===== src/rtl/alu_control_sequencer.sv =====
// Hardwired fetch/decode/execute control sequencer for three-operand register ALU instructions.
// Drives datapath bus selects, register loads, memory read and ALU operation from a Moore FSM.
module alu_control_sequencer #(
    parameter int unsigned MEM_TIMEOUT = 15
) (
    input  logic        clock,
    input  logic        clear,
    input  logic        run,
    input  logic [31:0] IR,
    input  logic        mem_ready,
    output logic        PCout,
    output logic        ZLowout,
    output logic        ZHighout,
    output logic        MDRout,
    output logic        Rout,
    output logic        PCin,
    output logic        MARin,
    output logic        MDRin,
    output logic        IRin,
    output logic        Yin,
    output logic        Zin,
    output logic        Rin,
    output logic        HIin,
    output logic        LOin,
    output logic        read,
    output logic [3:0]  ALU_operation,
    output logic [3:0]  reg_select,
    output logic        busy,
    output logic        instr_done,
    output logic        illegal,
    output logic        mem_fault
);

    typedef enum logic [3:0] {
        StIdle, StT0, StT1, StT1W, StT2, StT3, StT4, StT5, StT6, StHalt
    } state_e;

    localparam logic [3:0] OpNeg      = 4'd4;
    localparam logic [3:0] OpNot      = 4'd5;
    localparam logic [3:0] OpMul      = 4'd11;
    localparam logic [3:0] OpDiv      = 4'd12;
    localparam logic [3:0] OpIncPc    = 4'd13;
    localparam logic [3:0] OpNone     = 4'd14;
    localparam logic [3:0] TimeoutCnt = 4'(MEM_TIMEOUT);

    state_e     state_q, state_d;
    logic [3:0] wait_cnt_q, wait_cnt_d;
    logic       illegal_q, illegal_d;
    logic       mem_fault_q, mem_fault_d;

    logic [4:0] opcode;
    logic [3:0] ra, rb, rc;
    logic       op_legal, op_muldiv, op_unary;
    logic       unused_ir;

    assign opcode    = IR[31:27];
    assign ra        = IR[26:23];
    assign rb        = IR[22:19];
    assign rc        = IR[18:15];
    assign op_legal  = (opcode <= 5'd12);
    assign op_muldiv = (opcode[3:0] == OpMul) || (opcode[3:0] == OpDiv);
    assign op_unary  = (opcode[3:0] == OpNeg) || (opcode[3:0] == OpNot);
    assign unused_ir = ^IR[14:0];

    always_ff @(posedge clock or posedge clear) begin
        if (clear) begin
            state_q     <= StIdle;
            wait_cnt_q  <= 4'd0;
            illegal_q   <= 1'b0;
            mem_fault_q <= 1'b0;
        end else begin
            state_q     <= state_d;
            wait_cnt_q  <= wait_cnt_d;
            illegal_q   <= illegal_d;
            mem_fault_q <= mem_fault_d;
        end
    end

    always_comb begin
        state_d     = state_q;
        wait_cnt_d  = wait_cnt_q;
        illegal_d   = illegal_q;
        mem_fault_d = mem_fault_q;
        unique case (state_q)
            StIdle: if (run) state_d = StT0;
            StT0:   state_d = StT1;
            StT1: begin
                if (mem_ready) begin
                    state_d = StT2;
                end else begin
                    state_d    = StT1W;
                    wait_cnt_d = 4'd1;
                end
            end
            StT1W: begin
                if (mem_ready) begin
                    state_d = StT2;
                end else if (wait_cnt_q == TimeoutCnt) begin
                    state_d     = StHalt;
                    mem_fault_d = 1'b1;
                end else begin
                    wait_cnt_d = wait_cnt_q + 4'd1;
                end
            end
            StT2:   state_d = StT3;
            StT3: begin
                if (op_legal) begin
                    state_d = StT4;
                end else begin
                    state_d   = StHalt;
                    illegal_d = 1'b1;
                end
            end
            StT4:   state_d = StT5;
            StT5: begin
                if (op_muldiv) state_d = StT6;
                else           state_d = run ? StT0 : StIdle;
            end
            StT6:   state_d = run ? StT0 : StIdle;
            StHalt: state_d = StHalt;
            default: state_d = StIdle;
        endcase
    end

    // Moore decode: every output is a function of the registered state and the stable IR.
    always_comb begin
        PCout         = 1'b0;
        ZLowout       = 1'b0;
        ZHighout      = 1'b0;
        MDRout        = 1'b0;
        Rout          = 1'b0;
        PCin          = 1'b0;
        MARin         = 1'b0;
        MDRin         = 1'b0;
        IRin          = 1'b0;
        Yin           = 1'b0;
        Zin           = 1'b0;
        Rin           = 1'b0;
        HIin          = 1'b0;
        LOin          = 1'b0;
        read          = 1'b0;
        ALU_operation = OpNone;
        reg_select    = 4'd0;
        instr_done    = 1'b0;
        unique case (state_q)
            StT0: begin
                PCout         = 1'b1;
                MARin         = 1'b1;
                Zin           = 1'b1;
                ALU_operation = OpIncPc;
            end
            StT1: begin
                ZLowout = 1'b1;
                PCin    = 1'b1;
                read    = 1'b1;
                MDRin   = 1'b1;
            end
            StT1W: begin
                read  = 1'b1;
                MDRin = 1'b1;
            end
            StT2: begin
                MDRout = 1'b1;
                IRin   = 1'b1;
            end
            StT3: begin
                if (op_legal) begin
                    Rout       = 1'b1;
                    Yin        = 1'b1;
                    reg_select = rb;
                end
            end
            StT4: begin
                Rout          = 1'b1;
                Zin           = 1'b1;
                ALU_operation = opcode[3:0];
                reg_select    = op_unary ? rb : rc;
            end
            StT5: begin
                ZLowout = 1'b1;
                if (op_muldiv) begin
                    LOin = 1'b1;
                end else begin
                    Rin        = 1'b1;
                    reg_select = ra;
                    instr_done = 1'b1;
                end
            end
            StT6: begin
                ZHighout   = 1'b1;
                HIin       = 1'b1;
                instr_done = 1'b1;
            end
            default: ;
        endcase
    end

    assign busy      = (state_q != StIdle) && (state_q != StHalt);
    assign illegal   = illegal_q;
    assign mem_fault = mem_fault_q;

endmodule


===== config.mk =====
export PLATFORM = sky130hd
export DESIGN_NAME = alu_control_sequencer
export DESIGN_NICKNAME = d
export VERILOG_FILES = /design/src/rtl/alu_control_sequencer.sv
export SDC_FILE = /design/constraint.sdc
export NUM_CORES = 1
export LEC_CHECK = 0
export ABC_AREA = 1
export CAP_MARGIN = 10
export CORE_UTILIZATION = 34
export DETAILED_ROUTE_END_ITERATION = 6
export GPL_TIMING_DRIVEN = 0
export MAX_ROUTING_LAYER = met4
export PLACE_DENSITY = 0.8
export SLEW_MARGIN = 0
export SYNTH_ARGS = -nofsm -noshare
export SYNTH_HDL_FRONTEND = slang
export SYNTH_SLANG_ARGS = --single-unit

===== constraint.sdc =====
create_clock -name clock -period 1.4 [get_ports clock]
set_input_delay 0.14 -clock clock [delete_from_list [all_inputs] [get_ports clock]]
set_output_delay 0.14 -clock clock [all_outputs]
set_load 0.03 [all_outputs]

# After elaboration in Yosys (flattened, before gate mapping)
# Index checks and enable logic that the tools add are counted.
dict set report word_totals {
  reg_bits 10
}
dict set report op_classes {
  n_addsub 1
  order_cmp 1
  n_eq_ne 20
  n_mux 32
  bitwise 2
  n_reduce_logical 13
}
# cell count
set ops {}
lappend ops {{$mux W4} 11}
lappend ops {{$pmux W4 S10} 1}
lappend ops {{$eq A4 B3 Y1 const B} 6}
lappend ops {{$eq A4 B4 Y1 const B} 5}
lappend ops {{$pmux W4 S2} 2}
lappend ops {{$mux W1} 14}
lappend ops {{$pmux W4 S3} 1}
lappend ops {{$eq A4 B2 Y1 const B} 2}
lappend ops {{$ne A2 B2 Y1 const B} 4}
lappend ops {{$reduce_or A2 Y1} 3}
lappend ops {{$le A5 B4 Y1 const B} 1}
lappend ops {{$add A4 B1 Y4 const B} 1}
lappend ops {{$eq A4 B1 Y1 const B} 1}
lappend ops {{$logic_not A4 Y1} 1}
lappend ops {{$ne A4 B4 Y1 const B} 1}
lappend ops {{$pmux W1 S2} 2}
lappend ops {{$reduce_and A2 Y1} 2}
lappend ops {{$reduce_and A4 Y1} 1}
lappend ops {{$reduce_bool A4 Y1} 1}
lappend ops {{$mux W3} 1}
lappend ops {{$ne A3 B3 Y1 const B} 1}
lappend ops {{$reduce_and A3 Y1} 1}
lappend ops {{$logic_or A1 B1 Y1} 2}
lappend ops {{$not A1 Y1} 2}
lappend ops {{2 further kinds} 2}

# Longest topological paths before layout
# Gate-level depths: netlist (run 1).
dict set report logic_depth {
  depth_word 4
  depth_mapped 10
  depth_no_buf 10
}

# Worst setup path before layout (run 1)
# No wires, ideal clock.
dict set report synth_path {
  path_kind {reg2out}
  from {reg state_q[3]}
  to {out ALU_operation[1]}
  t_arrival_ns 1.877
  required_time_ns 1.260
  path_slack_ns -0.617
  path_stages_with_launch 7
  path_cell_list {dfrtp_1 -> nor2_4 -> inv_1 -> nor2_1 -> nor2_1 -> inv_1 -> o21ai_0}
}
dict set report synth_via {
  elab_chain_len 2
  word_cells_on_any_way 3
  classes_between {eq/ne: 2; mux: 1}
}
# element line
set synth_lines {}
lappend synth_lines {{start, declared} 46} ;# state_e state_q, state_d;
lappend synth_lines {{start signal, assigned} 67} ;# state_q <= StIdle;
lappend synth_lines {{start signal, assigned} 72} ;# state_q <= state_d;
lappend synth_lines {{$eq A4 B3 Y1 or $eq A4 B1 Y1 (tied branches)} 145} ;# unique case (state_q)
lappend synth_lines {{$pmux W4 S2 (*)} 145}
lappend synth_lines {{end, declared} 26} ;# output logic [3:0] ALU_operation,
# Every way passes the cells marked *; elsewhere a longest branch is shown, timed or not.

# Worst setup path after layout (run 1)
dict set report layout_path {
  from {reg state_q[0]}
  to {out busy}
}
dict set report layout_via {
  elab_chain_len 2
  word_cells_on_any_way 3
  classes_between {eq/ne: 1; reduce/logical: 2}
}
# element line
set layout_lines {}
lappend layout_lines {{$ne A4 B4 Y1 or $reduce_bool A4 Y1 (tied branches)} 198} ;# assign busy = (state_q != StIdle) && (state_q != StHalt);
lappend layout_lines {{$logic_and A1 B1 Y1 (*)} 198}
lappend layout_lines {{end, declared} 28} ;# output logic busy,
# Marks and branches as above.

==> key figures, run 1 <==
Floorplanning
  – DIE AREA: 2710 um^2
  – Core Footprint: between 2000 and 2500 um^2
  – Die Width: roughly 52 um
  – Row count: 17
  – Initial core utilization: 0.3709
  – Die H: between 50 and 60 um
  – I/O pin count: 63

Power
  – Leak: 0.0009662 uW
  – Design Power: around 4200 uW
  – VDD IR-drop max: 1.740 mV
  – Pwr dens: 2208 nW/um^2

Logic synthesis
  – Post-synth top area cell: dfrtp_1
  – Async SR Flop Fraction: 1.000
  – Syn Std Cell Area: between 800 and 900 um^2
  – Top FF cell, synth: dfrtp_1
  – Mean Syn Cell Area: just over 6 um^2
  – Synth Area in Simple Gates: 0.4023
  – Mux contribution to synthesized area: 0
  – Adder and majority gate portion of the synthesized area: 0.01468
  – Post-synth top area share: 0.2937
  – Count of state elements after synthesis: 10
  – Syn Nets: 175
  – Syn. warnings: 0
  – Sequential share of the synthesized area: 0.2937
  – Top post-synthesis cells by count: nand2_1 (35), inv_1 (26), nor2_1 (17)
  – Number of synthesized flops with an enable pin: 0
  – Synth top area cells: dfrtp_1 (29%), nand2_1 (15%), inv_1 (11%), nor2_1 (7.5%), nand3_1 (5.9%)
  – Cells after synthesis: between 100 and 150
  – Main combinational cell family by area after synthesis: simple AND/OR/NAND/NOR gates
  – Compound-Gate Fraction of Synth Area: 0.1307
  – Synth cell types: 21
  – Xor and xnor area share after synthesis: 0
  – Cell with the most instances after synthesis: nand2_1

Clocking
  – Clock Latency Late Sink: about 0.27 ns
  – CTS Buf Count: 3
  – CTS Hold Bufs: 0
  – CTS Sinks: 10
  – CTS tree: yes
  – Clk Tree Root Cell: clkbuf_4
  – CTS Buffer Depth: 2
  – Clock H-tree levels: 1
  – Reg clk slew, reported paths: about 0.070 ns

Worst setup path
  – Peak fanout along the critical path: 5
  – RR Startpoint: state_q[3]
  – CP Launch Type: flip-flop
  – Kind of critical path: flip-flop to primary output
  – Crit path launch: state_q[0]
  – CP required: roughly 1.3 ns
  – Worst Setup End Kind: primary output
  – R2r worst-path depth: 10
  – Critical path arrival: about 1.7 ns

Detailed routing
  – Drt drc: 0
  – DRT antenna net count: 0
  – Iter 0 DRT Violations: 59
  – Drt wl/cell: 18.20 um
  – DR vias: 1378
  – Post-Route WL: about 4500 um
  – First-pass iteration count of the detailed router: 4
  – Via/cell ratio: between 5 and 6

Layout
  – NumNets Final: 260
  – Layout cells sized above 1: 0.5430
  – Diodes inserted: 0
  – # fillers: about 140
  – Area delta synth->final: 125.7%

Timing
  – Final hold viol count: 0
  – # setup viols final: 34
  – Final worst setup slack: -0.3922 ns
  – Slew margin rel.: 0.7321
  – Slew Limit Fails: 0
  – Worst-Margin Slew: around 0.4 ns
  – Period minus WS final: 1.792 ns
  – RSZ-0062 raised after global routing: true
  – Maximum clock frequency: 0.5580 GHz
  – Clk_skew: roughly 0.0083 ns
  – Final Cycle Share: 1.280

GRT
  – Antenna violations before repair: 0
  – Largest net degree at the start of global routing: 11
  – GRT overflow: 0
  – GRT Util Overall: 0.2784
  – First-pass GRT wire length: ~5400 um
  – Vias in the first global route: ~1200

Run status
  – Failing checks: setup timing
  – Status: complete, but fails checks

Placed design
  – DPL Wire Length: ~2100 um
  – Post-Place Worst Slack: -0.7983 ns
  – Routability-driven placement congestion ratio: about 0.83
  – Port buffer count: 47

Worst hold path
  – Hold Crit Class: input port to asynchronous set/reset pin

Run
  – MaxCap Viol Count: 0
kinds of logic after synthesis:
family	Yosys count
AND/OR/NAND/NOR	76
buffers and inverters	32
AO/OA/AOI/OAI	19
flip-flops	10
adder cells (fa/ha/maj)	1
path summary, 6_finish.rpt:
check	to	slack, ns
setup / recovery	busy	-0.39
hold / removal	wait_cnt_q[3]	0.15
setup reg to reg	wait_cnt_q[3]	-0.33
hold reg to reg	illegal	0.49
max in group asynchronous	state_q[3]	0.95
min in group clock	illegal	0.49
worst max-delay path, cell delays in order (launching register included):
cell and delay (ns):
dfrtp_2 0.49, buf_4 0.16, buf_4 0.14, inv_1 0.09
nor2_1 0.06, nand2_1 0.10, inv_1 0.07, a21oi_2 0.12
buf_6 0.14
registers in the layout, summed over array words and instances (netlist names):
register	count
state_q	4
mem_fault	1
wait_cnt_q	4
illegal	1
cell type report:
type | count | area, um^2 | share of cell area
inverters | 28 | 118.9 | 0.06181
well taps | 28 | 35.03 | 0.01822
clock buffers | 3 | 22.52 | 0.01171
repair buffers | 82 | 797.0 | 0.4144
plain buffers | 2 | 15.01 | 0.007807
flip-flops and latches | 10 | 254.0 | 0.1321
multi-input cells | 96 | 680.7 | 0.3539
through the flow:
| stage | setup TNS (ns) | hold WS (ns) | cells | cell area (um^2) | util |
|---|---|---|---|---|---|
| finish | -7.954 | 0.1475 | 249 | 1923 | 0.8371 |
| global route | -9.076 | 0.1704 | 249 | 1923 | 0.8371 |
| CTS | -3.039 | 0.1610 | 233 | 1639 | 0.7135 |
| detailed placement | -11.06 | 0.4416 | 213 | 1375 | 0.5986 |
| global placement | -10.36 | 0.4290 | 213 | 1375 | 0.5986 |
| floorplan | -1.341 | -0.01982 | 138 | 869.6 | - |
timing repair:
item	4_1_cts	5_1_grt
endpoints found under the setup margin	27	32
pin swaps	8	18
resized for setup	203	41
buffers inserted	19	17
power breakdown:
group / internal [uW] / switching, uW / leakage [uW] / total [uW]
logic: 1610 / 1890 / 0.000835 / 3500
clock network: 99.3 / 101 / 0.0000138 / 201
registers: 393 / 154 / 0.000118 / 547
total: 2100 / 2150 / 0.000966 / 4250
layer usage:
metal / routed length (um) / track usage / part of all wire / vias up
met5: 0 / - / 0 / -
met4: 170 / 0.07658 / 0.038 / 0
met3: 355 / 0.06725 / 0.078 / 23
met2: 2224 / 0.4701 / 0.49 / 95
met1: 1781 / 0.3274 / 0.39 / 659
li1: - / - / - / 601
layout by cell type, fill, tap and decap left out, drive strengths merged:
cell / count
buf: 61
nand2: 39
inv: 26
clkdlybuf4s50: 20
nor2: 20
nand3: 11
dfrtp: 10
o21ai: 7
a21oi: 5
o211ai: 4
nand4: 3
clkbuf: 3
nor3: 3
dlygate4sd2: 2
o21bai: 1
clkinv: 1
clkinvlp: 1
o22ai: 1
o21a: 1
ha: 1
clkdlybuf4s18: 1
No activity file was read; power rests on OpenSTA's default activity.
==> inputs of run 2 (changes only) <==
Settings changed: ABC_AREA 1 to unset, CORE_UTILIZATION 34 to 36.
==> key figures, run 2 <==
Timing
  – Final Cycle Share: 1.419 (was 1.280)
  – Final hold viol count: 0 (unchanged)
  – Worst-Margin Slew: 0.4302 ns (was 0.4014 ns)
  – Period minus WS final: 1.986 ns (was 1.792 ns)
  – Maximum clock frequency: 0.5035 GHz (was 0.5580 GHz)
  – RSZ-0062 raised after global routing: true (unchanged)
  – Final worst setup slack: -0.5860 ns (was -0.3922 ns)
  – # setup viols final: 33 (was 34)
  – Clk_skew: 0.01787 ns (was 0.008340 ns)
  – Total Neg Setup Slack: -11.07 ns (was -7.954 ns)
  – Slew margin rel.: 0.7129 (was 0.7321)
  – Hold Slack: 0.1681 ns (was 0.1475 ns)
  – Slew Limit Fails: 0 (unchanged)

Detailed routing
  – Via/cell ratio: 6.131 (was 5.534)
  – Post-Route WL: 5399 um (was 4531 um)
  – DR vias: 1404 (was 1378)
  – Iter 0 DRT Violations: 81 (was 59)
  – Drt wl/cell: 23.58 um (was 18.20 um)
  – First-pass iteration count of the detailed router: 4 (unchanged)
  – DRT antenna net count: 0 (unchanged)
  – Drt drc: 0 (unchanged)

GRT
  – M2 GR Usage: 0.5021 (was 0.4701)
  – Largest net degree at the start of global routing: 11 (unchanged)
  – Met3 Usage GRT: 0.07062 (was 0.06725)
  – GRT Util Overall: 0.3180 (was 0.2784)
  – First-pass GRT wire length: 6230 um (was 5382 um)
  – Antenna violations before repair: 0 (unchanged)
  – Met1 GRT Util: 0.3774 (was 0.3274)
  – Vias in the first global route: 1297 (was 1158)
  – GRT overflow: 0 (unchanged)
  – Global route hottest layer: met2 (unchanged)

Floorplanning
  – Die H: 53.70 um (was 52.06 um)
  – Initial core utilization: 0.3849 (was 0.3709)
  – Die Width: 53.70 um (was 52.06 um)
  – I/O pin count: 63 (unchanged)
  – Row count: 18 (was 17)
  – DIE AREA: 2884 um^2 (was 2710 um^2)
  – Core Footprint: 2500 um^2 (was 2297 um^2)

Placed design
  – Post-Place Worst Slack: -1.053 ns (was -0.7983 ns)
  – DPL Wire Length: 2324 um (was 2105 um)
  – Placed standard-cell area: 1551 um^2 (was 1375 um^2)
  – Port buffer count: 47 (unchanged)
  – Routability-driven placement congestion ratio: 0.8788 (was 0.8277)

Layout
  – Biggest registers after layout: state_q (4), wait_cnt_q (4) (unchanged)
  – Most frequent cells in the layout: buf_6 (42), buf_4 (25), clkdlybuf4s50_1 (16) (was buf_6 (31), buf_4 (28), nand2_1 (24))
  – Area delta synth->final: 123.9% (was 125.7%)
  – Reg area: 252.7 um^2 (was 254.0 um^2)
  – Diodes inserted: 0 (unchanged)
  – Commonest non-fill, non-tap cell in the layout: buf_6 (unchanged)
  – NumNets Final: 237 (was 260)
  – Layout cells sized above 1: 0.6482 (was 0.5430)
  – # fillers: 116 (was 135)
  – Final instance area: 2155 um^2 (was 1923 um^2)
  – Area of the multi-input gates: 825.8 um^2 (was 680.7 um^2)

Logic synthesis
  – Post-synth top area cell: dfrtp_1 (unchanged)
  – Async SR Flop Fraction: 1.000 (unchanged)
  – Mean Syn Cell Area: 8.827 um^2 (was 6.174 um^2)
  – Syn Std Cell Area: 962.2 um^2 (was 852.1 um^2)
  – Cell with the most instances after synthesis: nor2_1 (was nand2_1)
  – Count of state elements after synthesis: 10 (unchanged)
  – Number of synthesized flops with an enable pin: 0 (unchanged)
  – Cells after synthesis: 109 (was 138)
  – Synth cell types: 44 (was 21)
  – Top FF cell, synth: dfrtp_1 (unchanged)
  – Syn. warnings: 0 (unchanged)
  – Sequential share of the synthesized area: 0.2601 (was 0.2937)
  – Synth top area cells: dfrtp_1 (26%), buf_4 (4.7%), nor2_1 (4.3%), a221o_1 (4.2%), mux2i_1 (4.2%) (was dfrtp_1 (29%), nand2_1 (15%), inv_1 (11%), nor2_1 (7.5%), nand3_1 (5.9%))
  – Post-synth top area share: 0.2601 (was 0.2937)
  – Top post-synthesis cells by count: nor2_1 (11), dfrtp_1 (10), buf_4 (6) (was nand2_1 (35), inv_1 (26), nor2_1 (17))
  – Syn Nets: 146 (was 175)

Run
  – MaxCap Viol Count: 0 (unchanged)

Clocking
  – Clk Tree Root Cell: clkbuf_4 (unchanged)
  – CTS Hold Bufs: 0 (unchanged)
  – Reg clk slew, reported paths: 0.08 ns (was 0.07 ns)
  – CTS tree: yes (unchanged)
  – CTS Sinks: 10 (unchanged)
  – Clock H-tree levels: 1 (unchanged)
  – Clock Latency Late Sink: 0.28 ns (was 0.27 ns)
  – CTS Buffer Depth: 2 (unchanged)
  – CTS Buf Count: 3 (unchanged)

Power
  – Pwr dens: 2142 nW/um^2 (was 2208 nW/um^2)
  – Leak: 0.0009901 uW (was 0.0009662 uW)
  – VDD IR-drop max: 1.968 mV (was 1.740 mV)

Worst setup path
  – Critical path arrival: 1.85 ns (was 1.65 ns)
  – CP Launch Type: flip-flop (unchanged)
  – Worst Setup End Kind: primary output (unchanged)
  – CP required: 1.26 ns (about the same)
  – Kind of critical path: flip-flop to primary output (unchanged)
  – Peak fanout along the critical path: 10 (was 5)

Run status
  – Status: complete, but fails checks (unchanged)
  – Failing checks: setup timing (unchanged)

Worst hold path
  – Hold Crit Class: input port to asynchronous set/reset pin (unchanged)
[run 2: cell types whose count changed in the layout (fill, tap and decap cells not counted), moves of 8 or more]
cell and delta:
nand2_4 -8, inv_1 -13, nand2_1 -24, buf_6 +11
[run 2: logic make-up (layout without fill, tap and decap cells)]
group	count (synthesis)	after routing	share of synthesized area
flip-flops	10	10	0.2601
multiplexers	5	5	0.05332
buffers and inverters	17	107	0.1001
AO/OA/AOI/OAI	28	28	0.2237
AND/OR/NAND/NOR	48	48	0.3498
adder cells (fa/ha/maj)	1	1	0.01300
[run 2: metrics by stage]
step	power (uW)	utilization	instances
CTS	3863	0.7603	215
global route	4755	0.8619	229
detailed placement	2991	0.6206	186
finish	4616	0.8619	229
floorplan	2209	-	109
global placement	2938	0.6206	186
[run 2: final timing paths]
kind	start	endpoint	slack, ns	cells after the start
worst min register to register	illegal	illegal	0.51	1
worst max register to register	state_q[3]	wait_cnt_q[3]	-0.33	8
max in group asynchronous	clear	state_q[2]	0.89	2
worst min-delay path	clear	wait_cnt_q[2]	0.17	2
worst max-delay path	state_q[0]	PCout	-0.59	6
min in group clock	illegal	illegal	0.51	1
[run 2: what timing repair did]
action / in CTS / in global routing
setup endpoints to repair: 32 / 33
pin swaps: 12 / 14
gates resized for setup: 198 / 36
setup buffers: 23 / 13
cloned: 2 / 1
[run 2: worst max-delay path, cell delays in order (launching register included)]
cell,delay (ns)
dfrtp_2,0.38
buf_6,0.18
nor2b_2,0.32
nand2_2,0.18
inv_4,0.11
buf_4,0.10
clkdlybuf4s15_2,0.29
[run 2: power breakdown]
group | leakage [uW] | switching [uW] | internal [uW] | total [uW]
registers | 0.000124 | 144 | 408 | 552
clock network | 0.0000210 | 113 | 158 | 271
logic | 0.000845 | 1960 | 1830 | 3790
[run 2: area by class of cell]
class | count | area share
Buffer | 10 | 0.05168
Multi-Input combinational cell | 82 | 0.3833
Clock buffer | 4 | 0.01684
Tap cell | 30 | 0.01742
Sequential cell | 10 | 0.1173
Inverter | 7 | 0.01336
Timing Repair Buffer | 86 | 0.4001
[run 2: metal layers]
layer	part of all wire	up-vias
met5	0	-
met2	0.49	99
met4	0.049	0
met1	0.39	697
met3	0.076	29
li1	-	579
==> inputs of run 3 (changes only) <==
Settings changed: CORE_MARGIN set to 10, SKIP_CTS_REPAIR_TIMING set to 1.
==> key figures, run 3 (same netlist as run 2, synthesis figures left out) <==
Run status
  – Status: complete, but fails checks (unchanged)
  – Failing checks: setup timing (unchanged)

Clocking
  – CTS Buf Count: 3 (unchanged)
  – CTS Buffer Depth: 2 (unchanged)
  – Clock H-tree levels: 1 (unchanged)
  – Clock Latency Late Sink: 0.28 ns (about the same)
  – CTS Sinks: 10 (unchanged)
  – CTS tree: yes (unchanged)
  – Clk Tree Root Cell: clkbuf_4 (unchanged)
  – Reg clk slew, reported paths: 0.08 ns (about the same)

Detailed routing
  – DRT antenna net count: 0 (unchanged)
  – DR vias: 1231 (was 1404)
  – Via/cell ratio: 5.752 (was 6.131)
  – First-pass iteration count of the detailed router: 4 (unchanged)
  – Iter 0 DRT Violations: 87 (was 81)
  – Drt wl/cell: 21.08 um (was 23.58 um)
  – Drt drc: 0 (unchanged)
  – Post-Route WL: 4511 um (was 5399 um)

Worst setup path
  – CP Cell Sequence: buf_6, nand4b_4, nor3_4, buf_6, a221o_2, buf_6 (was buf_6, nor2b_2, nand2_2, inv_4, buf_4, clkdlybuf4s15_2)
  – CP Launch Type: flip-flop (unchanged)
  – Kind of critical path: flip-flop to primary output (unchanged)
  – Critical Path Slowest Stage Cell: dfrtp_1 (was dfrtp_2)
  – CP max stage delay: 0.40 ns (was 0.38 ns)
  – Worst Setup End Kind: primary output (unchanged)
  – CP required: 1.26 ns (about the same)
  – Most used cell along the critical path: buf_6
  – Peak fanout along the critical path: 5 (was 10)
  – Critical path arrival: 1.77 ns (was 1.85 ns)

Floorplanning
  – Die Width: 71.70 um (was 53.70 um)
  – Core Footprint: 2522 um^2 (was 2500 um^2)
  – DIE AREA: 5141 um^2 (was 2884 um^2)
  – I/O pin count: 63 (unchanged)
  – Die H: 71.70 um (was 53.70 um)
  – Row count: 18 (unchanged)
  – Initial core utilization: 0.3814 (was 0.3849)

Timing
  – Final Cycle Share: 1.362 (was 1.419)
  – Slew margin rel.: 0.7344 (was 0.7129)
  – Final hold viol count: 0 (unchanged)
  – Hold Slack: 0.1282 ns (was 0.1681 ns)
  – Period minus WS final: 1.907 ns (was 1.986 ns)
  – RSZ-0062 raised after global routing: true (unchanged)
  – Maximum clock frequency: 0.5245 GHz (was 0.5035 GHz)
  – Worst-Margin Slew: 0.3980 ns (was 0.4302 ns)
  – Final worst setup slack: -0.5065 ns (was -0.5860 ns)
  – Clk_skew: 0.002014 ns (was 0.01787 ns)
  – # setup viols final: 30 (was 33)
  – Slew Limit Fails: 0 (unchanged)

Layout
  – Final core occ: 0.7822 (was 0.8619)
  – Biggest registers after layout: state_q (4), wait_cnt_q (4) (unchanged)
  – Final instance area: 1973 um^2 (was 2155 um^2)
  – Layout cells sized above 1: 0.5978 (was 0.6482)
  – Area delta synth->final: 105.1% (was 123.9%)
  – NumNets Final: 222 (was 237)
  – Most frequent cells in the layout: buf_6 (24), buf_4 (24), clkdlybuf4s50_1 (16) (was buf_6 (42), buf_4 (25), clkdlybuf4s50_1 (16))
  – Final Non-Filler Cells: 214 (was 229)
  – Diodes inserted: 0 (unchanged)

Run
  – MaxCap Viol Count: 0 (unchanged)

Power
  – VDD IR-drop max: 1.644 mV (was 1.968 mV)
  – Leak: 0.0009541 uW (was 0.0009901 uW)
  – Pwr dens: 2120 nW/um^2 (was 2142 nW/um^2)

Placed design
  – Routability-driven placement congestion ratio: 0.8586 (was 0.8788)
  – Post-Place Worst Slack: -1.079 ns (was -1.053 ns)
  – Placed standard-cell area: 1551 um^2 (unchanged)
  – Port buffer count: 47 (unchanged)
  – DPL Wire Length: 2662 um (was 2324 um)
  – Placed insts: 186 (unchanged)

GRT
  – Largest net degree at the start of global routing: 11 (unchanged)
  – GRT Util Overall: 0.1194 (was 0.3180)
  – Met1 GRT Util: 0.1387 (was 0.3774)
  – Antenna violations before repair: 0 (unchanged)
  – GRT overflow: 0 (unchanged)
  – Met3 Usage GRT: 0.01791 (was 0.07062)
  – M2 GR Usage: 0.2029 (was 0.5021)
  – Vias in the first global route: 1049 (was 1297)
  – Global route hottest layer: met2 (unchanged)
  – First-pass GRT wire length: 4995 um (was 6230 um)

Worst hold path
  – Hold Crit Class: input port to asynchronous set/reset pin (unchanged)
## run 3: changes by cell type in the layout (fill, tap and decap cells not counted), moves of 3 or more
| cell | previous run | this run |
|---|---|---|
| buf_6 | 42 | 24 |
| clkbuf_2 | 0 | 3 |
| dlygate4sd2_1 | 7 | 0 |
| dlymetal6s2s_1 | 0 | 7 |
| nand2_1 | 0 | 3 |
| nand2_2 | 4 | 1 |
| nor2_4 | 6 | 3 |
| o21ai_1 | 5 | 2 |
## run 3: layer usage
layer	routed length [um]	vias to the layer above
met4	133	0
met5	0	-
met1	1807	600
met3	255	17
li1	-	554
met2	2314	60
## run 3: worst paths after layout
kind | start | end | slack [ns] | depth (start not counted)
setup / recovery | state_q[3] | reg_select[2] | -0.51 | 6
max in group asynchronous | clear | state_q[0] | 0.97 | 2
setup reg to reg | state_q[2] | wait_cnt_q[3] | -0.21 | 7
min in group clock | mem_fault | mem_fault | 0.48 | 1
hold reg to reg | mem_fault | mem_fault | 0.48 | 1
hold / removal | clear | illegal | 0.13 | 2
## run 3: cell type report
class                   count  area, um^2
plain buffers              10       98.84
clock buffers               4       36.28
fillers                   149       549.3
inverters                   7       33.78
multi-input cells          82       812.0
flip-flops and latches     10       252.7
well taps                  30       37.54
repair buffers             71       701.9
## run 3: through the flow
stage               power [uW]  TNS, ns
detailed placement        3000   -18.44
finish                    4184   -9.273
global route              4378   -10.27
global placement          2972   -18.11
CTS                       3285   -22.87
floorplan                 2209   -2.827
## run 3: worst max-delay path, delay by kind of cell, from the launching register on
family / cells / cell delay (ns)
AOI/OAI and AO/OA: 1 / 0.16
DFF: 1 / 0.40
buffers and inverters: 3 / 0.42
and+or+nand+nor: 2 / 0.50
## run 3: report_power, final
group / leakage, uW / switching [uW] / internal (uW)
Sequential: 0.000124 / 146 / 408
Combinational: 0.000809 / 1760 / 1570
Clock: 0.0000210 / 135 / 158
